## config.mk

```make
export PLATFORM = sky130hd
export DESIGN_NAME = mmm_result_unloader
export DESIGN_NICKNAME = d
export VERILOG_FILES = /design/src/rtl/rsa_pkg.sv /design/src/rtl/mmm_result_unloader.sv
export SDC_FILE = /design/constraint.sdc
export NUM_CORES = 1
export LEC_CHECK = 0
export BUFFER_PORTS_ARGS = -buffer_cell sky130_fd_sc_hd__buf_4
export CAP_MARGIN = 0
export CELL_PAD_IN_SITES_DETAIL_PLACEMENT = 1
export CELL_PAD_IN_SITES_GLOBAL_PLACEMENT = 1
export CORE_MARGIN = 2
export CORE_UTILIZATION = 35
export CTS_CLUSTER_DIAMETER = 200
export DETAILED_ROUTE_END_ITERATION = 8
export PLACE_DENSITY_LB_ADDON = 0.1
export SETUP_SLACK_MARGIN = 0.2
export SLEW_MARGIN = 20
export SYNTH_ARGS = -nofsm -noshare
export SYNTH_HDL_FRONTEND = slang
export SYNTH_SLANG_ARGS = --single-unit
```

## constraint.sdc

```tcl
create_clock -name clk -period 2.7 [get_ports clk]
set_input_delay 0.135 -clock clk [delete_from_list [all_inputs] [get_ports clk]]
set_output_delay 0.135 -clock clk [all_outputs]
set_load 0.02 [all_outputs]
```

## src/rtl/rsa_pkg.sv

```systemverilog
// Shared RSA/MMM definitions: result-unloader FSM states and the default
// host-side chunk width, which the SPI output formatter also uses.
package rsa_pkg;

  localparam int UNLOAD_CHUNK = 4;

  typedef enum logic {
    UNLOAD_IDLE,
    UNLOAD_SEND
  } unload_state_t;

endpackage

```

## src/rtl/mmm_result_unloader.sv

```systemverilog
// Captures a finished Montgomery product in one cycle and streams it out
// MSB chunk first over valid/ready, freeing the datapath for the next operation.
module mmm_result_unloader
  import rsa_pkg::*;
#(
  parameter int WIDTH = 8,
  parameter int CHUNK = UNLOAD_CHUNK
) (
  input  logic             clk,
  input  logic             rst,
  input  logic             en,
  input  logic             start,
  input  logic             abort,
  input  logic [WIDTH-1:0] R_i,
  output logic             busy,
  output logic             out_valid,
  input  logic             out_ready,
  output logic [CHUNK-1:0] out_data,
  output logic             out_last,
  output logic             done
);

  localparam int NCHUNK = WIDTH / CHUNK;
  localparam int CNT_W  = (NCHUNK > 1) ? $clog2(NCHUNK) : 1;
  localparam logic [CNT_W-1:0] LAST_CNT = CNT_W'(NCHUNK - 1);

  generate
    if (CHUNK < 1 || CHUNK > WIDTH || (WIDTH % CHUNK) != 0) begin : g_bad_params
      $error("mmm_result_unloader: WIDTH must be a positive multiple of CHUNK");
    end
  endgenerate

  unload_state_t    state;
  logic [WIDTH-1:0] shreg;
  logic [CNT_W-1:0] cnt;
  logic [CNT_W-1:0] cnt_inc;

  assign cnt_inc  = cnt + 1'b1;
  assign out_data = shreg[WIDTH-1 -: CHUNK];

  // out_last is precomputed one chunk ahead so it never depends on out_ready.
  always_ff @(posedge clk) begin
    if (rst) begin
      state     <= UNLOAD_IDLE;
      shreg     <= '0;
      cnt       <= '0;
      busy      <= 1'b0;
      out_valid <= 1'b0;
      out_last  <= 1'b0;
      done      <= 1'b0;
    end else begin
      done <= 1'b0;
      case (state)
        UNLOAD_IDLE: begin
          if (start && en && !abort) begin
            state     <= UNLOAD_SEND;
            shreg     <= R_i;
            cnt       <= '0;
            busy      <= 1'b1;
            out_valid <= 1'b1;
            out_last  <= (NCHUNK == 1);
          end
        end
        UNLOAD_SEND: begin
          if (abort) begin
            state     <= UNLOAD_IDLE;
            shreg     <= '0;
            cnt       <= '0;
            busy      <= 1'b0;
            out_valid <= 1'b0;
            out_last  <= 1'b0;
          end else if (out_ready) begin
            if (out_last) begin
              state     <= UNLOAD_IDLE;
              shreg     <= '0;
              cnt       <= '0;
              busy      <= 1'b0;
              out_valid <= 1'b0;
              out_last  <= 1'b0;
              done      <= 1'b1;
            end else begin
              shreg    <= shreg << CHUNK;
              cnt      <= cnt_inc;
              out_last <= (cnt_inc == LAST_CNT);
            end
          end
        end
        default: state <= UNLOAD_IDLE;
      endcase
    end
  end

endmodule

```

==> metrics.md <==
| Metric | Value |
|---|---|
| First DRT Iteration DRCs | 4 |
| Fillers | 187 |
| Synth Cell Area | 571 sq um |
| Relative slew slack | 0.698 |
| Setup slack, reg-to-reg | 1.23 ns |
| Die H | 44.4 um |
| Tot GR Track Use | 0.170 |
| CTS tree | done |
| Fmax | 681 MHz |
| Post-Syn Instances | 66 |
| CTS resizes | 0 |
| Final setup vio count | 0 |
| Setup ws final | 1.23 ns |
| Clock Skew | 0.00396 ns |
| Pre-CTS WS | 1.28 ns |
| Worst Hold Depth | 2 |
| CTS H-tree depth | 1 |
| Post-synthesis cell type count | 22 |
| Post-CTS Setup Inserts | 0 |
| Worst hold path class | input pin to flop |
| Remaining antenna violation count after routing | 0 |
| Chip width | 44.4 um |
| Worst Setup Start Kind | flop |
| Reg2Reg Depth | 3 |
| Sink Count | 12 |
| Psw | 0.102 mW |
| Via count | 540 |
| Area of the multi-input gates | 255 sq um |
| Total gr overflow | 0 |
| Pwr/cell area | 562 nW/um^2 |
| Floorplan row count | 14 |
| Crit path time final | 1.47 ns |
| Synth Warn # | 0 |
| Fin. Hold Viols | 0 |
| Part of the power in the clock network | 0.365 |
| Worst Tran Pin Value | 0.450 ns |
| Post-DR wirelength/cell | 14.3 um |
| Unrepaired setup endpoints after global routing | false |
| CTS Root Cell | clkbuf_4 |
| First-pass GRT wire length | 2370 um |
| Total CTS buffers | 3 |
| Crit path capture type | flop |
| Flop pwr share | 0.477 |
| Worst r2r src | state |
| Seq/Total Area, Yosys | 0.421 |
| N_diodes | 0 |
| Net Count, Synth | 80 |
| GPL Wtd Cong | 0.754 |
| Sw Share | 0.255 |
| Worst Path Max Fanout | 15 |
| Critical path origin | state |
| Internal power | 0.298 mW |
| Most common cell after layout, fill and taps aside | buf_4 |
| Most frequent cells in the layout | 21 x buf_4, 12 x dfxtp_1, 8 x a21oi_1 |
| Final core utilization | 0.468 |
| DRC Markers | 0 |
| Period utilisation layout | 0.544 |
| Largest net degree at the start of global routing | 16 |
| Crit path capture | shreg[4] |
| DR pass1 iterations | 2 |
| Sequential Area | 240 sq um |
| Crit path max-delay family | flip-flops |
| Worst-Skew Late Latency | 0.27 ns |
| Starting Density | 0.374 |
| Yosys top cell area share | 0.421 |
| Worst vdd ir | 0.212 mV |
| Port bufs | 21 |
| Average size of a mapped cell | 8.64 sq um |
| Layout cells sized above 1 | 0.329 |
| Leak | 0.286 nW |
| Crit path kind | flop to flop |
| Synthesis-to-layout area growth | 25.0% |
| Core box area | 1520 sq um |
| Crit-path max cell delay | 0.60 ns |
| Vias in the first global route | 527 |
| Worst Path Buf+Inv | 0 |
| Max Root-Sink Buffers | 2 |
| Max-Cap Viols | 0 |
| Min-delay src | abort |
| Drt via density | 5.51 |
| Initial antenna violation count | 0 |
| Post-route setup TNS | 0 ns |
| CTS Hold Buffers Added | 0 |
| Die ar. | 1970 sq um |
| Yosys top cell by area | dfxtp_1 |
| FF-to-FF End | shreg[4] |
| # nets final | 97 |
| Levels on crit path | 3 |
| Clk slew on worst S/H paths | 0.08 ns |
| CP max stage cell | dfxtp_1 |
| Slew Viols, Final | 0 |
| CP required | 2.88 ns |
| I/O Pins | 22 |
| Critical path, cell by cell | nand4bb_1, nand2_2, a211oi_1 |
| Post-synthesis sequential element count | 12 |
| Combinational Power Share | 0.158 |
| Run status | finished clean |
| Synth area leaders | dfxtp_1 42%, buf_4 7.9%, a21oi_1 7.0%, nand3_1 5.3%, a211oi_1 5.3% |
| Detailed placement HPWL | 1010 um |
| Routed WL | 1400 um |
| Crit path DAT | 1.65 ns |
[per-stage QoR]
| step | power (mW) | std cells | hold WS (ns) | cell area (sq um) |
|---|---|---|---|---|
| 2_1_floorplan | 0.236 | 66 | 0.208 | 571 |
| 3_3_place_gp | 0.258 | 94 | 0.371 | 677 |
| 3_5_place_dp | 0.259 | 94 | 0.373 | 677 |
| 4_1_cts | 0.406 | 98 | 0.0774 | 713 |
| 5_1_grt | 0.421 | 98 | 0.0793 | 713 |
| 6_report | 0.401 | 98 | 0.0866 | 713 |
[worst min path at each step]
stage | end | slack [ns]
2_1_floorplan | shreg[7] | 0.21
6_report | done | 0.09
4_1_cts | done | 0.08
5_1_grt | done | 0.08
3_3_place_gp | done | 0.37
3_5_place_dp | done | 0.37
[layer usage]
metal  up-vias  share of wire  wire length, um  track usage
met1       253           0.44              622        0.213
met2        19           0.48              676        0.271
li1        266              -                -            -
met3         2          0.061               85       0.0408
met4         0         0.0093               13       0.0909
met5         -              0                0            0
[final cells by class]
type	count	area share
well taps	16	0.0281
inverters	1	0.00526
repair buffers	21	0.221
multi-input cells	44	0.358
clock buffers	4	0.0509
flip-flops and latches	12	0.337
[kinds of logic after synthesis]
| family | count (synthesis) | synth area share |
|---|---|---|
| AOI/OAI and AO/OA | 19 | 0.197 |
| buffers and inverters | 10 | 0.132 |
| DFF | 12 | 0.421 |
| and+or+nand+nor | 25 | 0.250 |
[flip-flops by register name, indices dropped and copies added, names as in the netlist]
signal     count
cnt            1
state          1
out_valid      1
shreg          8
done           1
[power groups by stage]
stage / registers, mW / clock network, mW / logic [mW]
floorplan: 0.194 / 0 / 0.0422
global placement: 0.195 / 0 / 0.0631
detailed placement: 0.195 / 0 / 0.0635
CTS: 0.191 / 0.151 / 0.0641
global route: 0.192 / 0.159 / 0.0693
finish: 0.191 / 0.146 / 0.0633
[worst reg2reg max path, cell delays in order (launching register included)]
cell       delay [ns]
dfxtp_1          0.60
nand4bb_1        0.40
nand2_2          0.14
a211oi_1         0.24
[cell usage after synthesis, drive strengths merged]
cell and n:
buf 8, o21a 1, clkbuf 1, nor3 4, a21oi 8, dfxtp 12, inv 1, nor2b 3
a31oi 4, nand4bb 1, nand2 6, nor4 1, and4bb 1, a211oi 4, nor2 1, o21ai 2
nand3 6, and2b 1, nand3b 1
(Power assumes the default switching activity.)
